File: config.mk
export PLATFORM = sky130hd
export DESIGN_NAME = fifo_apb_dac_flat
export DESIGN_NICKNAME = d
export VERILOG_FILES = /design/src/rtl/fifo_apb_dac_pkg.sv /design/src/rtl/fifo_apb_dac_if.sv /design/src/rtl/fifo_apb_dac_fifo_sync_core.sv /design/src/rtl/fifo_apb_dac.sv /design/src/flat_wrapper.sv
export SDC_FILE = /design/constraint.sdc
export NUM_CORES = 1
export LEC_CHECK = 0
export CAP_MARGIN = 20
export CORE_MARGIN = 2
export CORE_UTILIZATION = 59
export CTS_CLUSTER_DIAMETER = 120
export DETAILED_ROUTE_END_ITERATION = 12
export GPL_TIMING_DRIVEN = 1
export PLACE_DENSITY_LB_ADDON = 0.1
export RECOVER_POWER = 100
export SYNTH_ARGS = -nofsm -noshare
export SYNTH_HDL_FRONTEND = slang
export SYNTH_SLANG_ARGS = --single-unit
File: constraint.sdc
create_clock -name clk -period 4.6 [get_ports clk]
set_input_delay 0.92 -clock clk [delete_from_list [all_inputs] [get_ports clk]]
set_output_delay 0.92 -clock clk [all_outputs]
set_load 0.01 [all_outputs]
File: src/rtl/fifo_apb_dac_pkg.sv
// Shared definitions for the APB-to-DAC transmit FIFO: register map, bit
// positions and output state encoding.
package fifo_apb_dac_pkg;

  localparam logic [3:0] OFF_DATA   = 4'h0;
  localparam logic [3:0] OFF_CTRL   = 4'h4;
  localparam logic [3:0] OFF_STATUS = 4'h8;
  localparam logic [3:0] OFF_PERIOD = 4'hC;

  // Word index of each register, i.e. paddr[3:2]
  typedef enum logic [1:0] {
    R_DATA   = 2'd0,
    R_CTRL   = 2'd1,
    R_STATUS = 2'd2,
    R_PERIOD = 2'd3
  } reg_e;

  localparam int unsigned CTRL_ENABLE  = 0;
  localparam int unsigned CTRL_CLEAR   = 1;
  localparam int unsigned CTRL_IRQ_EN  = 2;

  localparam int unsigned ST_EMPTY     = 0;
  localparam int unsigned ST_FULL      = 1;
  localparam int unsigned ST_COUNT_LSB = 8;
  localparam int unsigned ST_OVF       = 16;
  localparam int unsigned ST_UDR       = 17;

  typedef enum logic {
    S_IDLE    = 1'b0,
    S_PRESENT = 1'b1
  } out_state_e;

  function automatic reg_e reg_decode(input logic [3:0] addr);
    return reg_e'(addr[3:2]);
  endfunction

endpackage

File: src/rtl/fifo_apb_dac_if.sv
// APB3 slave bus plus DAC valid/ready stream of the transmit FIFO.
// master = CPU/DAC side driving the block, slave = the block itself.
interface fifo_apb_dac_if #(
  parameter int unsigned DATA_WIDTH = 16
);
  logic                  psel;
  logic                  penable;
  logic                  pwrite;
  logic [3:0]            paddr;
  logic [31:0]           pwdata;
  logic [31:0]           prdata;
  logic                  pready;
  logic                  pslverr;
  logic                  dac_valid;
  logic [DATA_WIDTH-1:0] dac_data;
  logic                  dac_ready;
  logic                  irq;

  modport master (
    output psel, penable, pwrite, paddr, pwdata, dac_ready,
    input  prdata, pready, pslverr, dac_valid, dac_data, irq
  );

  modport slave (
    input  psel, penable, pwrite, paddr, pwdata, dac_ready,
    output prdata, pready, pslverr, dac_valid, dac_data, irq
  );

endinterface

File: src/rtl/fifo_apb_dac_fifo_sync_core.sv
// Single-clock FIFO storage with occupancy count and synchronous flush.
// A push into a full FIFO is accepted when a pop frees a slot on the same edge.
module fifo_sync_core #(
  parameter int unsigned DATA_WIDTH = 16,
  parameter int unsigned DEPTH      = 16
) (
  input  logic                    clk,
  input  logic                    rst_n,
  input  logic                    flush,
  input  logic                    push,
  input  logic [DATA_WIDTH-1:0]   wdata,
  input  logic                    pop,
  output logic [DATA_WIDTH-1:0]   rdata,
  output logic [$clog2(DEPTH):0]  count,
  output logic                    full,
  output logic                    empty
);
  localparam int unsigned AW = $clog2(DEPTH);

  logic [DATA_WIDTH-1:0] mem [DEPTH];
  logic [AW-1:0]         wr_ptr;
  logic [AW-1:0]         rd_ptr;
  logic                  do_push;
  logic                  do_pop;

  // count never exceeds DEPTH = 2**AW, so its MSB alone marks full
  assign full    = count[AW];
  assign empty   = (count == '0);
  assign do_pop  = pop & ~empty;
  assign do_push = push & (~full | do_pop);
  assign rdata   = mem[rd_ptr];

  always_ff @(posedge clk) begin
    if (do_push && !flush) begin
      mem[wr_ptr] <= wdata;
    end
  end

  always_ff @(posedge clk or negedge rst_n) begin
    if (!rst_n) begin
      wr_ptr <= '0;
      rd_ptr <= '0;
      count  <= '0;
    end else if (flush) begin
      wr_ptr <= '0;
      rd_ptr <= '0;
      count  <= '0;
    end else begin
      if (do_push) begin
        wr_ptr <= wr_ptr + 1'b1;
      end
      if (do_pop) begin
        rd_ptr <= rd_ptr + 1'b1;
      end
      if (do_push && !do_pop) begin
        count <= count + 1'b1;
      end else if (do_pop && !do_push) begin
        count <= count - 1'b1;
      end
    end
  end

endmodule

File: src/rtl/fifo_apb_dac.sv
// APB3-written sample FIFO paced out to a DAC over valid/ready, with a
// programmable inter-sample period, sticky overflow/underrun flags and irq.
module fifo_apb_dac
  import fifo_apb_dac_pkg::*;
#(
  parameter int unsigned DATA_WIDTH   = 16,
  parameter int unsigned DEPTH        = 16,
  parameter int unsigned PERIOD_WIDTH = 16
) (
  input logic           clk,
  input logic           rst_n,
  fifo_apb_dac_if.slave bus
);
  localparam int unsigned CW = $clog2(DEPTH) + 1;

  reg_e                  sel;
  logic                  wr_access;
  logic                  wr_data;
  logic                  wr_ctrl;
  logic                  wr_status;
  logic                  wr_period;
  logic                  clear;

  logic                  enable_q;
  logic                  irq_en_q;
  logic [PERIOD_WIDTH-1:0] period_q;
  logic                  ovf_q;
  logic                  udr_q;

  logic [DATA_WIDTH-1:0] fifo_rdata;
  logic [CW-1:0]         fifo_count;
  logic                  fifo_full;
  logic                  fifo_empty;

  out_state_e            state;
  logic                  dac_valid_q;
  logic [DATA_WIDTH-1:0] dac_data_q;
  logic [PERIOD_WIDTH-1:0] timer_q;
  logic                  primed_q;

  logic                  slot_free;
  logic                  launch_due;
  logic                  pop;
  logic                  ovf_set;
  logic                  udr_set;
  logic [31:0]           prdata_c;
  logic                  unused_bits;

  assign sel       = reg_decode(bus.paddr);
  assign wr_access = bus.psel & bus.penable & bus.pwrite;
  assign wr_data   = wr_access & (sel == R_DATA);
  assign wr_ctrl   = wr_access & (sel == R_CTRL);
  assign wr_status = wr_access & (sel == R_STATUS);
  assign wr_period = wr_access & (sel == R_PERIOD);
  assign clear     = wr_ctrl & bus.pwdata[CTRL_CLEAR];

  // The output slot frees either when idle or when the DAC takes the held word
  assign slot_free  = (state == S_IDLE) | bus.dac_ready;
  assign launch_due = enable_q & (timer_q == '0);
  assign pop        = launch_due & ~fifo_empty & slot_free & ~clear;
  assign ovf_set    = wr_data & fifo_full & ~pop;
  assign udr_set    = launch_due & primed_q & fifo_empty & slot_free & ~clear;

  fifo_sync_core #(
    .DATA_WIDTH (DATA_WIDTH),
    .DEPTH      (DEPTH)
  ) u_fifo (
    .clk   (clk),
    .rst_n (rst_n),
    .flush (clear),
    .push  (wr_data),
    .wdata (bus.pwdata[DATA_WIDTH-1:0]),
    .pop   (pop),
    .rdata (fifo_rdata),
    .count (fifo_count),
    .full  (fifo_full),
    .empty (fifo_empty)
  );

  always_ff @(posedge clk or negedge rst_n) begin
    if (!rst_n) begin
      enable_q <= 1'b0;
      irq_en_q <= 1'b0;
      period_q <= '0;
      ovf_q    <= 1'b0;
      udr_q    <= 1'b0;
    end else begin
      if (wr_ctrl) begin
        enable_q <= bus.pwdata[CTRL_ENABLE];
        irq_en_q <= bus.pwdata[CTRL_IRQ_EN];
      end
      if (wr_period) begin
        period_q <= bus.pwdata[PERIOD_WIDTH-1:0];
      end
      // A new event wins over a simultaneous write-1-to-clear
      if (ovf_set) begin
        ovf_q <= 1'b1;
      end else if (wr_status && bus.pwdata[ST_OVF]) begin
        ovf_q <= 1'b0;
      end
      if (udr_set) begin
        udr_q <= 1'b1;
      end else if (wr_status && bus.pwdata[ST_UDR]) begin
        udr_q <= 1'b0;
      end
    end
  end

  always_ff @(posedge clk or negedge rst_n) begin
    if (!rst_n) begin
      state       <= S_IDLE;
      dac_valid_q <= 1'b0;
      dac_data_q  <= '0;
      timer_q     <= '0;
      primed_q    <= 1'b0;
    end else if (clear) begin
      state       <= S_IDLE;
      dac_valid_q <= 1'b0;
      timer_q     <= '0;
      primed_q    <= 1'b0;
    end else begin
      if (!enable_q) begin
        primed_q <= 1'b0;
      end else if (pop) begin
        primed_q <= 1'b1;
      end

      if (pop) begin
        timer_q <= period_q;
      end else if (timer_q != '0) begin
        timer_q <= timer_q - 1'b1;
      end

      case (state)
        S_IDLE: begin
          if (pop) begin
            dac_data_q  <= fifo_rdata;
            dac_valid_q <= 1'b1;
            state       <= S_PRESENT;
          end
        end
        S_PRESENT: begin
          if (bus.dac_ready) begin
            if (pop) begin
              dac_data_q <= fifo_rdata;
            end else begin
              dac_valid_q <= 1'b0;
              state       <= S_IDLE;
            end
          end
        end
        default: state <= S_IDLE;
      endcase
    end
  end

  always_comb begin
    prdata_c = '0;
    case (sel)
      R_CTRL: begin
        prdata_c[CTRL_ENABLE] = enable_q;
        prdata_c[CTRL_IRQ_EN] = irq_en_q;
      end
      R_STATUS: begin
        prdata_c[ST_EMPTY]            = fifo_empty;
        prdata_c[ST_FULL]             = fifo_full;
        prdata_c[ST_COUNT_LSB +: 8]   = 8'(fifo_count);
        prdata_c[ST_OVF]              = ovf_q;
        prdata_c[ST_UDR]              = udr_q;
      end
      R_PERIOD: prdata_c[PERIOD_WIDTH-1:0] = period_q;
      default: ;
    endcase
  end

  assign bus.prdata    = prdata_c;
  assign bus.pready    = 1'b1;
  assign bus.pslverr   = 1'b0;
  assign bus.dac_valid = dac_valid_q;
  assign bus.dac_data  = dac_data_q;
  assign bus.irq       = (ovf_q | udr_q) & irq_en_q;

  assign unused_bits = ^{bus.paddr[1:0], bus.pwdata};

endmodule

File: src/flat_wrapper.sv
// flat-port wrapper written by rule: the top's interface ports become plain ports
module fifo_apb_dac_flat import fifo_apb_dac_pkg::*;
#(
  parameter int unsigned DATA_WIDTH   = 16,
  parameter int unsigned DEPTH        = 16,
  parameter int unsigned PERIOD_WIDTH = 16
)
  (clk, rst_n, bus_psel, bus_penable, bus_pwrite, bus_paddr, bus_pwdata, bus_dac_ready, bus_prdata, bus_pready, bus_pslverr, bus_dac_valid, bus_dac_data, bus_irq);
  fifo_apb_dac_if #(.DATA_WIDTH(DATA_WIDTH)) bus_i ();
  input logic clk;
  input logic rst_n;
  input wire logic [$bits(bus_i.psel)-1:0] bus_psel;
  input wire logic [$bits(bus_i.penable)-1:0] bus_penable;
  input wire logic [$bits(bus_i.pwrite)-1:0] bus_pwrite;
  input wire logic [$bits(bus_i.paddr)-1:0] bus_paddr;
  input wire logic [$bits(bus_i.pwdata)-1:0] bus_pwdata;
  input wire logic [$bits(bus_i.dac_ready)-1:0] bus_dac_ready;
  output wire logic [$bits(bus_i.prdata)-1:0] bus_prdata;
  output wire logic [$bits(bus_i.pready)-1:0] bus_pready;
  output wire logic [$bits(bus_i.pslverr)-1:0] bus_pslverr;
  output wire logic [$bits(bus_i.dac_valid)-1:0] bus_dac_valid;
  output wire logic [$bits(bus_i.dac_data)-1:0] bus_dac_data;
  output wire logic [$bits(bus_i.irq)-1:0] bus_irq;
  assign bus_i.psel = bus_psel;
  assign bus_i.penable = bus_penable;
  assign bus_i.pwrite = bus_pwrite;
  assign bus_i.paddr = bus_paddr;
  assign bus_i.pwdata = bus_pwdata;
  assign bus_i.dac_ready = bus_dac_ready;
  assign bus_prdata = bus_i.prdata;
  assign bus_pready = bus_i.pready;
  assign bus_pslverr = bus_i.pslverr;
  assign bus_dac_valid = bus_i.dac_valid;
  assign bus_dac_data = bus_i.dac_data;
  assign bus_irq = bus_i.irq;
  fifo_apb_dac #(.DATA_WIDTH(DATA_WIDTH), .DEPTH(DEPTH), .PERIOD_WIDTH(PERIOD_WIDTH)) u_core (.clk(clk), .rst_n(rst_n), .bus(bus_i));
endmodule
==> impl_metrics.ini <==
[clock_tree]
ctsRootBufferMaster = clkbuf_16
cts.clk_slew.worst_paths_ns = 0.06
worstSkewPairLatency_ns = 0.55
ctsHoldBuffers = 0
cts_resized = 0
cts_buffer_depth = 3
clock-sinks = 324
htreeDepth = 1
cts_buffers = 31
cts_tree = built
postCtsSetupRepairBufs = 0

[run_status]
outcome = complete, but fails checks
violations = max-capacitance violations, max-slew violations

[power_and_ir_drop]
peakVddDrop_uv = 342.2
power_density_nw_per_um2 = 458.9
power_leakage_nw = 5.403

[yosys]
synthArstFlopShare = 0.2099
syn_inst = 769
yosysWarningCount = 0
synth.avg_cell_area_um2 = 17.47
ys_types = 54
synth_top_area_cell = edfxtp_1
synthFlopType = edfxtp_1
synth.top_cell.area_share = 0.5723
synth_area_leaders = edfxtp_1 (57%), dfrtp_1 (13%), mux4_2 (11%)
synth-edff-count = 256
yosys_register_bits = 324
netlist_area_um2 = 13430
yosysSeqAreaShare = 0.6990

[floorplanning]
die_area_um2 = 23990
ioPinCount = 94
rows = 55
core_area_um2 = 22500
die_w_um = 154.9
initial_core_util = 0.5969
die_h_um = 154.9

[finish]
area_growth_pct = 13.62
antenna_cells = 0
drive_above_1_share = 0.1741
layout.nets = 904
post-route-util = 0.6782
fill_cells = 1452

[routing]
ant_nets = 0
vias_per_cell = 6.177
first_iter_violations = 523
vias = 7153
wl_um = 27630
routedWlPerCell_um = 23.86
drc_errors = 0
firstDrtPassIters = 7

[sta]
worstMarginPinSlew_ns = 1.908
max_freq_mhz = 243.7
rsz0062_at_grt = no
tns_ns = 0
setup_viol = 0
final_max_slew_viol_count = 137
final_hold_viol_count = 0
min_period_over_period = 0.8919
finalClockSkew_ns = 0.02030
min_period_ns = 4.103
slew_headroom = -0.2722

[grt]
grt_max_degree = 69
grt_pass1_wl_um = 43060
grt_pass1_vias = 7418
antenna_found_initial = 0
grt-ovfl-total = 0
grt_use_total = 0.2378

[run]
cap_violations = 6

[critical_path]
path_max_fanout = 20
start_kind = input port
crit_arrival_ns = 3.18
crit_path_end_kind = output port
critPathKind = in2out
cp.required_ns = 3.68

[min_path]
hold_class = reg2reg

[placement]
dpl.hpwl_um = 16930
globalplace.congestion = 0.8590
port_buffers = 61
## where the power goes
group          total [mW]  switching [mW]  internal (mW)
Clock                2.49            1.01           1.47
Sequential           3.54           0.226           3.31
Combinational       0.978           0.483          0.495
## cells in the final DEF (no fill, tap or decap), types with 10 or more instances in the layout
| cell | n |
|---|---|
| inv_1 | 12 |
| ha_1 | 12 |
| conb_1 | 16 |
| nor2_1 | 19 |
| clkbuf_1 | 33 |
| a22oi_1 | 32 |
| and3_1 | 13 |
| clkbuf_16 | 31 |
| nand2_1 | 40 |
| mux4_2 | 64 |
| nor4_1 | 14 |
| xnor2_1 | 10 |
| dlygate4sd3_1 | 52 |
| nand3_1 | 12 |
| a21oi_1 | 24 |
| edfxtp_1 | 256 |
| mux2_2 | 23 |
| dfrtp_1 | 66 |
## logic make-up after synthesis
kind of cell | synth area share
buffers and inverters | 0.02664
DFF | 0.6990
AOI/OAI and AO/OA | 0.04220
xor gates and xnor gates | 0.01109
adders and majority gates | 0.01267
and+or+nand+nor | 0.06362
muxes | 0.1442
other | 0.0005591
## per-stage QoR
stage / setup slack (ns) / power, mW / std cells / hold slack [ns] / cell area [µm²]
6_report: 0.4970 / 7.004 / 1158 / 0.4464 / 15260
2_1_floorplan: 0.7043 / 4.275 / 783 / 0.4110 / 13480
4_1_cts: 0.7537 / 7.080 / 1157 / 0.4484 / 15430
5_1_grt: 0.2925 / 7.288 / 1158 / 0.4951 / 15260
3_5_place_dp: 0.5274 / 4.607 / 1100 / 0.4333 / 14430
3_3_place_gp: 0.6136 / 4.559 / 1100 / 0.4246 / 14430
## critical path: stages
cell and delay [ns]:
dlygate4sd3_1 0.64, clkbuf_1 0.66, o21ai_0 0.21, a22o_1 0.27, clkdlybuf4s50_1 0.48
## cell type report
| cell class | instances | area (µm²) | share of cell area |
|---|---|---|---|
| clock buffers | 46 | 872.1 | 0.05715 |
| clock inverters | 11 | 132.6 | 0.008691 |
| inverters | 13 | 48.80 | 0.003198 |
| multi-input cells | 388 | 3696 | 0.2422 |
| flip-flops and latches | 324 | 9394 | 0.6156 |
| well taps | 285 | 356.6 | 0.02337 |
| repair buffers | 91 | 760.7 | 0.04985 |
## registers in the layout, summed over array words and instances, names as in the netlist
signal,cells
u_core.u_fifo.rd_ptr,4
u_core.u_fifo.mem,256
u_core.ovf_q,1
u_core.primed_q,1
u_core.timer_q,16
u_core.bus.dac_data,16
u_core.udr_q,1
u_core.state,1
u_core.u_fifo.count,5
u_core.irq_en_q,1
u_core.bus.dac_valid,1
u_core.enable_q,1
u_core.period_q,16
u_core.u_fifo.wr_ptr,4
## synthesized netlist by cell type (6+ instances only)
| library cell | count |
|---|---|
| buf_4 | 16 |
| nor4_1 | 14 |
| nor2b_1 | 9 |
| inv_1 | 12 |
| xnor2_1 | 10 |
| mux4_2 | 64 |
| buf_1 | 6 |
| nand2_1 | 40 |
| buf_2 | 7 |
| xor2_1 | 7 |
| nor2_1 | 20 |
| and3_1 | 13 |
| mux2i_1 | 9 |
| nand3_1 | 12 |
| ha_1 | 12 |
| mux2_4 | 9 |
| dfrtp_1 | 68 |
| a211oi_1 | 9 |
| a22oi_1 | 32 |
| mux2_2 | 24 |
| o21ai_0 | 8 |
| a21oi_1 | 24 |
| edfxtp_1 | 256 |
| clkbuf_1 | 26 |
| and2_1 | 8 |
| nor3_1 | 7 |
## worst paths after layout
kind	slack, ns	from	depth (start not counted)	to
min in group asynchronous	0.89	rst_n	1	u_core.enable_q
hold / removal	0.45	u_core.state	1	u_core.bus.dac_valid
hold reg to reg	0.45	u_core.state	1	u_core.bus.dac_valid
setup reg to reg	0.73	u_core.timer_q[0]	9	u_core.u_fifo.mem[8][14]
setup / recovery	0.50	bus_paddr[2]	5	bus_prdata[0]
max in group asynchronous	2.37	rst_n	1	u_core.u_fifo.rd_ptr[0]
## routing by layer
metal | track usage | share of wire | vias to the layer above
met3 | 0.03148 | 0.069 | 42
met2 | 0.4184 | 0.52 | 278
met1 | 0.3183 | 0.39 | 3675
li1 | - | - | 3158
met5 | 0 | 0 | -
met4 | 0.06305 | 0.020 | 0
No activity file was read; power rests on OpenSTA's default activity.
